**src/rtl/dmem_port_if.sv**
```systemverilog
// LSU-side and RAM-side signal bundle for the data-memory front end.
// The slave modport is the dmem_port view; master is the LSU/RAM environment view.
interface dmem_port_if;
   logic        mem_ren;
   logic [63:0] mem_raddr;
   logic        mem_rready;
   logic        mem_rvalid;
   logic [63:0] mem_rdata;
   logic        mem_wen;
   logic [63:0] mem_waddr;
   logic [63:0] mem_wdata;
   logic        mem_wready;
   logic        ram_req;
   logic        ram_we;
   logic [63:0] ram_addr;
   logic [63:0] ram_wdata;
   logic        ram_ack;
   logic [63:0] ram_rdata;
   logic        sb_empty;
   logic        sb_overflow;

   modport slave (
      input  mem_ren, mem_raddr, mem_wen, mem_waddr, mem_wdata, ram_ack, ram_rdata,
      output mem_rready, mem_rvalid, mem_rdata, mem_wready,
      output ram_req, ram_we, ram_addr, ram_wdata, sb_empty, sb_overflow
   );

   modport master (
      output mem_ren, mem_raddr, mem_wen, mem_waddr, mem_wdata, ram_ack, ram_rdata,
      input  mem_rready, mem_rvalid, mem_rdata, mem_wready,
      input  ram_req, ram_we, ram_addr, ram_wdata, sb_empty, sb_overflow
   );
endinterface

```
**src/rtl/dmem_port.sv**
```systemverilog
// Data-memory front end: FIFO store buffer with load forwarding, draining to a single
// req/ack RAM port with pending loads taking priority over buffered stores.
module dmem_port #(
   parameter int unsigned SB_DEPTH = 4
) (
   input logic        clk,
   input logic        rst_n,
   dmem_port_if.slave bus
);

   localparam int unsigned PtrW = $clog2(SB_DEPTH);
   localparam logic [PtrW:0] SbFull = SB_DEPTH[PtrW:0];

   typedef enum logic [1:0] {StIdle, StRd, StWr} state_e;

   logic [60:0]     sb_addr_q [SB_DEPTH];
   logic [63:0]     sb_data_q [SB_DEPTH];
   logic [PtrW-1:0] head_q, head_d, tail_q, tail_d;
   logic [PtrW:0]   count_q, count_d;
   logic            rd_pend_q, rd_pend_d;
   logic [60:0]     rd_addr_q, rd_addr_d;
   logic            rvalid_q, rvalid_d;
   logic [63:0]     rdata_q, rdata_d;
   state_e          state_q, state_d;
   logic [60:0]     ram_addr_q, ram_addr_d;
   logic [63:0]     ram_wdata_q, ram_wdata_d;
   logic            overflow_q, overflow_d;

   logic        wready;
   logic        st_acc, ld_acc, deq;
   logic [60:0] raddr_w, waddr_w;
   logic        fwd_hit;
   logic [63:0] fwd_data;

   assign raddr_w = bus.mem_raddr[63:3];
   assign waddr_w = bus.mem_waddr[63:3];
   assign wready  = count_q < SbFull;
   assign st_acc  = bus.mem_wen & wready;
   assign ld_acc  = bus.mem_ren & ~rd_pend_q;

   // Scan oldest to youngest so the last match wins; a same-cycle store is youngest of all.
   always_comb begin
      logic [PtrW-1:0] off;
      logic [PtrW-1:0] idx;
      fwd_hit  = 1'b0;
      fwd_data = '0;
      off      = '0;
      idx      = '0;
      for (int unsigned i = 0; i < SB_DEPTH; i++) begin
         off = i[PtrW-1:0];
         idx = head_q + off;
         if (({1'b0, off} < count_q) && (sb_addr_q[idx] == raddr_w)) begin
            fwd_hit  = 1'b1;
            fwd_data = sb_data_q[idx];
         end
      end
      if (st_acc && (waddr_w == raddr_w)) begin
         fwd_hit  = 1'b1;
         fwd_data = bus.mem_wdata;
      end
   end

   always_comb begin
      state_d     = state_q;
      head_d      = head_q;
      tail_d      = tail_q;
      rd_pend_d   = rd_pend_q;
      rd_addr_d   = rd_addr_q;
      rvalid_d    = 1'b0;
      rdata_d     = rdata_q;
      ram_addr_d  = ram_addr_q;
      ram_wdata_d = ram_wdata_q;
      overflow_d  = overflow_q | (bus.mem_wen & ~wready);
      deq         = 1'b0;

      if (st_acc) begin
         tail_d = tail_q + 1'b1;
      end

      if (ld_acc) begin
         if (fwd_hit) begin
            rvalid_d = 1'b1;
            rdata_d  = fwd_data;
         end else begin
            rd_pend_d = 1'b1;
            rd_addr_d = raddr_w;
         end
      end

      unique case (state_q)
         StIdle: begin
            // A pending load blocks new writes so younger stores cannot overtake it.
            if (rd_pend_q) begin
               state_d    = StRd;
               ram_addr_d = rd_addr_q;
            end else if (count_q != '0) begin
               state_d     = StWr;
               ram_addr_d  = sb_addr_q[head_q];
               ram_wdata_d = sb_data_q[head_q];
            end
         end
         StRd: begin
            if (bus.ram_ack) begin
               rvalid_d  = 1'b1;
               rdata_d   = bus.ram_rdata;
               rd_pend_d = 1'b0;
               state_d   = StIdle;
            end
         end
         StWr: begin
            if (bus.ram_ack) begin
               deq     = 1'b1;
               head_d  = head_q + 1'b1;
               state_d = StIdle;
            end
         end
         default: state_d = StIdle;
      endcase

      count_d = count_q + {{PtrW{1'b0}}, st_acc} - {{PtrW{1'b0}}, deq};
   end

   always_ff @(posedge clk or negedge rst_n) begin
      if (!rst_n) begin
         state_q     <= StIdle;
         head_q      <= '0;
         tail_q      <= '0;
         count_q     <= '0;
         rd_pend_q   <= 1'b0;
         rd_addr_q   <= '0;
         rvalid_q    <= 1'b0;
         rdata_q     <= '0;
         ram_addr_q  <= '0;
         ram_wdata_q <= '0;
         overflow_q  <= 1'b0;
      end else begin
         state_q     <= state_d;
         head_q      <= head_d;
         tail_q      <= tail_d;
         count_q     <= count_d;
         rd_pend_q   <= rd_pend_d;
         rd_addr_q   <= rd_addr_d;
         rvalid_q    <= rvalid_d;
         rdata_q     <= rdata_d;
         ram_addr_q  <= ram_addr_d;
         ram_wdata_q <= ram_wdata_d;
         overflow_q  <= overflow_d;
      end
   end

   // Entry contents need no reset: validity is tracked by head/count alone.
   always_ff @(posedge clk) begin
      if (st_acc) begin
         sb_addr_q[tail_q] <= waddr_w;
         sb_data_q[tail_q] <= bus.mem_wdata;
      end
   end

   assign bus.mem_rready  = ~rd_pend_q;
   assign bus.mem_wready  = wready;
   assign bus.mem_rvalid  = rvalid_q;
   assign bus.mem_rdata   = rdata_q;
   assign bus.ram_req     = state_q != StIdle;
   assign bus.ram_we      = state_q == StWr;
   assign bus.ram_addr    = {ram_addr_q, 3'b000};
   assign bus.ram_wdata   = ram_wdata_q;
   assign bus.sb_empty    = (count_q == '0) && (state_q != StWr);
   assign bus.sb_overflow = overflow_q;

endmodule

```
**src/flat_wrapper.sv**
```systemverilog
// flat-port wrapper written by rule: the top's interface ports become plain ports
module dmem_port_flat 
#(
   parameter int unsigned SB_DEPTH = 4
)
  (clk, rst_n, bus_mem_ren, bus_mem_raddr, bus_mem_wen, bus_mem_waddr, bus_mem_wdata, bus_ram_ack, bus_ram_rdata, bus_mem_rready, bus_mem_rvalid, bus_mem_rdata, bus_mem_wready, bus_ram_req, bus_ram_we, bus_ram_addr, bus_ram_wdata, bus_sb_empty, bus_sb_overflow);
  dmem_port_if bus_i ();
  input logic clk;
  input logic rst_n;
  input wire logic [$bits(bus_i.mem_ren)-1:0] bus_mem_ren;
  input wire logic [$bits(bus_i.mem_raddr)-1:0] bus_mem_raddr;
  input wire logic [$bits(bus_i.mem_wen)-1:0] bus_mem_wen;
  input wire logic [$bits(bus_i.mem_waddr)-1:0] bus_mem_waddr;
  input wire logic [$bits(bus_i.mem_wdata)-1:0] bus_mem_wdata;
  input wire logic [$bits(bus_i.ram_ack)-1:0] bus_ram_ack;
  input wire logic [$bits(bus_i.ram_rdata)-1:0] bus_ram_rdata;
  output wire logic [$bits(bus_i.mem_rready)-1:0] bus_mem_rready;
  output wire logic [$bits(bus_i.mem_rvalid)-1:0] bus_mem_rvalid;
  output wire logic [$bits(bus_i.mem_rdata)-1:0] bus_mem_rdata;
  output wire logic [$bits(bus_i.mem_wready)-1:0] bus_mem_wready;
  output wire logic [$bits(bus_i.ram_req)-1:0] bus_ram_req;
  output wire logic [$bits(bus_i.ram_we)-1:0] bus_ram_we;
  output wire logic [$bits(bus_i.ram_addr)-1:0] bus_ram_addr;
  output wire logic [$bits(bus_i.ram_wdata)-1:0] bus_ram_wdata;
  output wire logic [$bits(bus_i.sb_empty)-1:0] bus_sb_empty;
  output wire logic [$bits(bus_i.sb_overflow)-1:0] bus_sb_overflow;
  assign bus_i.mem_ren = bus_mem_ren;
  assign bus_i.mem_raddr = bus_mem_raddr;
  assign bus_i.mem_wen = bus_mem_wen;
  assign bus_i.mem_waddr = bus_mem_waddr;
  assign bus_i.mem_wdata = bus_mem_wdata;
  assign bus_i.ram_ack = bus_ram_ack;
  assign bus_i.ram_rdata = bus_ram_rdata;
  assign bus_mem_rready = bus_i.mem_rready;
  assign bus_mem_rvalid = bus_i.mem_rvalid;
  assign bus_mem_rdata = bus_i.mem_rdata;
  assign bus_mem_wready = bus_i.mem_wready;
  assign bus_ram_req = bus_i.ram_req;
  assign bus_ram_we = bus_i.ram_we;
  assign bus_ram_addr = bus_i.ram_addr;
  assign bus_ram_wdata = bus_i.ram_wdata;
  assign bus_sb_empty = bus_i.sb_empty;
  assign bus_sb_overflow = bus_i.sb_overflow;
  dmem_port #(.SB_DEPTH(SB_DEPTH)) u_core (.clk(clk), .rst_n(rst_n), .bus(bus_i));
endmodule
```
**config.mk**
```make
export PLATFORM = sky130hd
export DESIGN_NAME = dmem_port_flat
export DESIGN_NICKNAME = d
export VERILOG_FILES = /design/src/rtl/dmem_port_if.sv /design/src/rtl/dmem_port.sv /design/src/flat_wrapper.sv
export SDC_FILE = /design/constraint.sdc
export NUM_CORES = 2
export LEC_CHECK = 0
export BUFFER_PORTS_ARGS = -buffer_cell sky130_fd_sc_hd__buf_4
export CORE_MARGIN = 2
export CORE_UTILIZATION = 55
export DETAILED_ROUTE_END_ITERATION = 7
export PLACE_DENSITY_LB_ADDON = 0.3
export SLEW_MARGIN = 40
export SYNTH_ARGS = -nofsm -noshare
export SYNTH_HDL_FRONTEND = slang
export SYNTH_SLANG_ARGS = --single-unit
```
**constraint.sdc**
```tcl
create_clock -name clk -period 5.7 [get_ports clk]
set_clock_uncertainty 0.1 [all_clocks]
set_input_delay 1.14 -clock clk [delete_from_list [all_inputs] [get_ports clk]]
set_output_delay 1.14 -clock clk [all_outputs]
set_load 0.02 [all_outputs]
```
==> metrics.json <==
{
  "die_y": {"value": 289.0, "unit": "um"},
  "detail_route.iter0.violations": {"value": 5347},
  "hold_buffers": {"value": 0},
  "post_synth.cell_area_avg": {"value": 11.05, "unit": "um^2"},
  "critPathBufInv": {"value": 3},
  "cts_num_sinks": {"value": 762},
  "synth_most_common_cell": {"value": "sky130_fd_sc_hd__edfxtp_1"},
  "number_of_vias_in_the_routed_layout": {"value": 38850},
  "synth_top_cells_by_count": {"value": "sky130_fd_sc_hd__edfxtp_1 (500), sky130_fd_sc_hd__mux2i_1 (388), sky130_fd_sc_hd__nor2_1 (354)"},
  "synth.top_cell.area_share": {"value": 33.61, "unit": "%"},
  "synth_flop_cell": {"value": "sky130_fd_sc_hd__edfxtp_1"},
  "timing.final.ws_setup": {"value": 0.1914, "unit": "ns"},
  "layout_cell_share_with_drive_strength_beyond_1": {"value": 25.89, "unit": "%"},
  "detailedPlace.worstSlack": {"value": 0.3732, "unit": "ns"},
  "vdd_ir_drop_max": {"value": 386.2, "unit": "uV"},
  "post_detailed_route_wirelength_per_cell": {"value": 33.01, "unit": "um"},
  "clock_insertion_delay_worst_skew": {"value": 0.67, "unit": "ns"},
  "worst-endpoint-arrival": {"value": 5.94, "unit": "ns"},
  "netlist_instances": {"value": 4043},
  "share_comb_of_total_power": {"value": 51.7, "unit": "%"},
  "grt_remaining_overflow": {"value": 0},
  "post_synth_main_area_contributors": {"value": "sky130_fd_sc_hd__edfxtp_1 (34%), sky130_fd_sc_hd__dfrtp_1 (15%), sky130_fd_sc_hd__mux2i_1 (8.7%)"},
  "dpl_cell_area": {"value": 0.04972, "unit": "mm^2"},
  "post-cts-setup-buffer-count": {"value": 0},
  "antenna_violations_before_repair": {"value": 20},
  "internal_power": {"value": 0.01655, "unit": "W"},
  "pwr-share-seq": {"value": 28.9, "unit": "%"},
  "placement_rows": {"value": 104},
  "power_switching": {"value": 0.01278, "unit": "W"},
  "cp_max_fo": {"value": 31},
  "path_cells": {"value": "buf_12 -> buf_12 -> mux2i_1 -> mux2i_1 -> xnor2_1 -> nand4_1 -> or4_1 -> or4_2 -> and3_1 -> and3_1 -> nand3_4 -> buf_4 -> mux2_2"},
  "max_slew.worst_pin.slew": {"value": 1.058, "unit": "ns"},
  "initial_core_utilization": {"value": 55.55, "unit": "%"},
  "ios": {"value": 460},
  "worst_path_largest_cell_delay": {"value": 0.87, "unit": "ns"},
  "synthArstFlopShare": {"value": 34.38, "unit": "%"},
  "min_delay_path_class": {"value": "in2async"},
  "worst_slew_margin_rel": {"value": 27.46, "unit": "%"},
  "grt.total_usage": {"value": 42.80, "unit": "%"},
  "cp_slowest_cell": {"value": "sky130_fd_sc_hd__dfrtp_4"},
  "max_freq": {"value": 0.1815, "unit": "GHz"},
  "post-route-period-util": {"value": 96.64, "unit": "%"},
  "max_cap_viol_count": {"value": 0},
  "timing.final.max_slew_violations": {"value": 0},
  "global_route_wire_length_before_repair": {"value": 256100, "unit": "um"},
  "netlist.top_cell.by_area": {"value": "sky130_fd_sc_hd__edfxtp_1"},
  "crit_family": {"value": "simple AND/OR/NAND/NOR gates"},
  "p_sw_share": {"value": 43.58, "unit": "%"},
  "synthesis.area": {"value": 0.04467, "unit": "mm^2"},
  "type_of_the_worst_setup_path": {"value": "reg2reg"},
  "grt_pass1_vias": {"value": 36140},
  "pwr-share-clk": {"value": 19.4, "unit": "%"},
  "synth-seq-area-share": {"value": 48.29, "unit": "%"},
  "critPathRequiredTime": {"value": 6.13, "unit": "ns"},
  "cts_tree": {"value": "built"},
  "setup_crit_end_kind": {"value": "flip-flop"},
  "numCtsBuffers": {"value": 84},
  "fp.coreArea": {"value": 0.08042, "unit": "mm^2"},
  "report.final.setup_viol": {"value": 0},
  "synth.distinct_cells": {"value": 80},
  "remaining_drc_errors": {"value": 0},
  "fp.dieW": {"value": 289.0, "unit": "um"},
  "setup.worst_path.start_class": {"value": "flip-flop"},
  "leakagePower": {"value": 21.26, "unit": "nW"},
  "detailed_routing_iterations_pass_1": {"value": 6},
  "dp_hpwl": {"value": 130600, "unit": "um"},
  "power_density": {"value": 557.2, "unit": "mW/mm^2"},
  "run_status": {"value": "complete, no violations"},
  "cts_root_buf": {"value": "sky130_fd_sc_hd__clkbuf_16"},
  "place.port_buffers": {"value": 450},
  "final.min_clock_period": {"value": 5.509, "unit": "ns"},
  "finalCoreUtilization": {"value": 65.46, "unit": "%"},
  "fp.dieArea": {"value": 0.08352, "unit": "mm^2"},
  "hold_violations": {"value": 0},
  "flow.area_growth_from_synthesis": {"value": 17.85, "unit": "%"},
  "via_density_per_instance": {"value": 6.995},
  "worst_setup_hold_path_clk_slew": {"value": 0.06, "unit": "ns"},
  "finished_layout_cell_area": {"value": 0.05264, "unit": "mm^2"},
  "nets_final": {"value": 4687},
  "final.setup.tns": {"value": 0, "unit": "ns"},
  "rsz0062_at_grt": {"value": "no"},
  "synth_enable_flop_cells": {"value": 500},
  "antenna_left": {"value": 0},
  "synth_seq_cells": {"value": 762},
  "h_tree_lvl_count": {"value": 3},
  "pin_count_of_the_biggest_net_entering_global_routing": {"value": 135},
  "cts.repair.resized": {"value": 0},
  "design_power_total": {"value": 0.02933, "unit": "W"},
  "routability_cong": {"value": 1.057},
  "totalWireLength": {"value": 183300, "unit": "um"},
  "clockBufferDepth": {"value": 3},
  "ys.warnings.count": {"value": 0}
}
[metal layers]
metal / part of all wire (%) / track usage [%] / routed length, um
met5: 0.062 / 0 / 113
met3: 13 / 12.17 / 24010
met4: 5.4 / 19.63 / 9907
met1: 39 / 59.74 / 71130
met2: 43 / 62.04 / 78160
[power by group through the flow]
stage	Clock (W)	Combinational [W]	Sequential (W)
5_1_grt	0.00590	0.0158	0.00857
3_3_place_gp	0	0.0144	0.00845
6_report	0.00569	0.0152	0.00847
3_5_place_dp	0	0.0146	0.00851
4_1_cts	0.00570	0.0147	0.00842
2_1_floorplan	0	0.00879	0.00893
[state kept, by name, summed over array words and instances (netlist names)]
name / cells
u_core.count_q: 3
u_core.bus.ram_wdata: 64
u_core.state_q: 2
u_core.head_q: 2
u_core.sb_data_q: 256
u_core.tail_q: 2
u_core.bus.mem_rdata: 64
u_core.sb_addr_q: 244
u_core.rd_pend_q: 1
u_core.bus.mem_rvalid: 1
u_core.ram_addr_q: 61
u_core.bus.sb_overflow: 1
u_core.rd_addr_q: 61
[cells by family after synthesis]
family                     Yosys count  synth area share [%]
AOI/OAI and AO/OA                  961                 14.73
xor gates and xnor gates           223                 4.372
adders and majority gates           12                0.3529
buffers and inverters              402                 4.193
DFF                                762                 48.29
muxes                              671                 17.68
other                                1              0.008395
and+or+nand+nor                   1011                 10.37
[final cells by class]
type | count | area [um^2]
sequential | 762 | 21580
timing repair buffer | 639 | 5299
clock inverter | 44 | 576.8
fill | 6138 | 27770
clock buffer | 112 | 2277
tap | 1060 | 1326
multi-input combinational | 2881 | 21380
antenna | 10 | 25.02
inverter | 46 | 177.7
[cells in the final DEF, fill, tap and decap left out, drive strengths merged, types with 15 or more instances in the layout]
cell type,instances
a211oi,16
a21oi,160
a221oi,70
a2bb2oi,68
buf,639
clkbuf,112
clkinv,25
dfrtp,262
edfxtp,500
inv,50
mux2,208
mux2i,390
mux4,73
nand2,277
nand3,21
nand4,39
nor2,354
nor2b,22
nor3,136
nor4,34
o211a,61
o21ai,187
o22ai,196
o2bb2ai,15
o31ai,63
or2,63
or4,16
xnor2,150
xor2,73
[worst paths after layout]
path	startpoint	end	slack, ns	depth (start not counted)
worst max-delay path	u_core.head_q[1]	u_core.rd_addr_q[29]	0.19	13
worst min-delay path	rst_n	u_core.rd_addr_q[50]	0.23	1
worst max register to register	u_core.head_q[1]	u_core.rd_addr_q[29]	0.19	13
worst min register to register	u_core.bus.sb_overflow	u_core.bus.sb_overflow	0.37	1
max in group asynchronous	rst_n	u_core.bus.ram_wdata[58]	4.06	3
min in group clk	u_core.bus.sb_overflow	u_core.bus.sb_overflow	0.37	1
[per-stage QoR]
step / hold WS (ns) / cells
detailed placement: 0.3677 / 5387
finish: 0.2306 / 5554
global route: 0.2407 / 5552
CTS: 0.3748 / 5543
floorplan: 0.3761 / 4045
global placement: 0.3420 / 5387
Power figures use the tool's default switching activity.
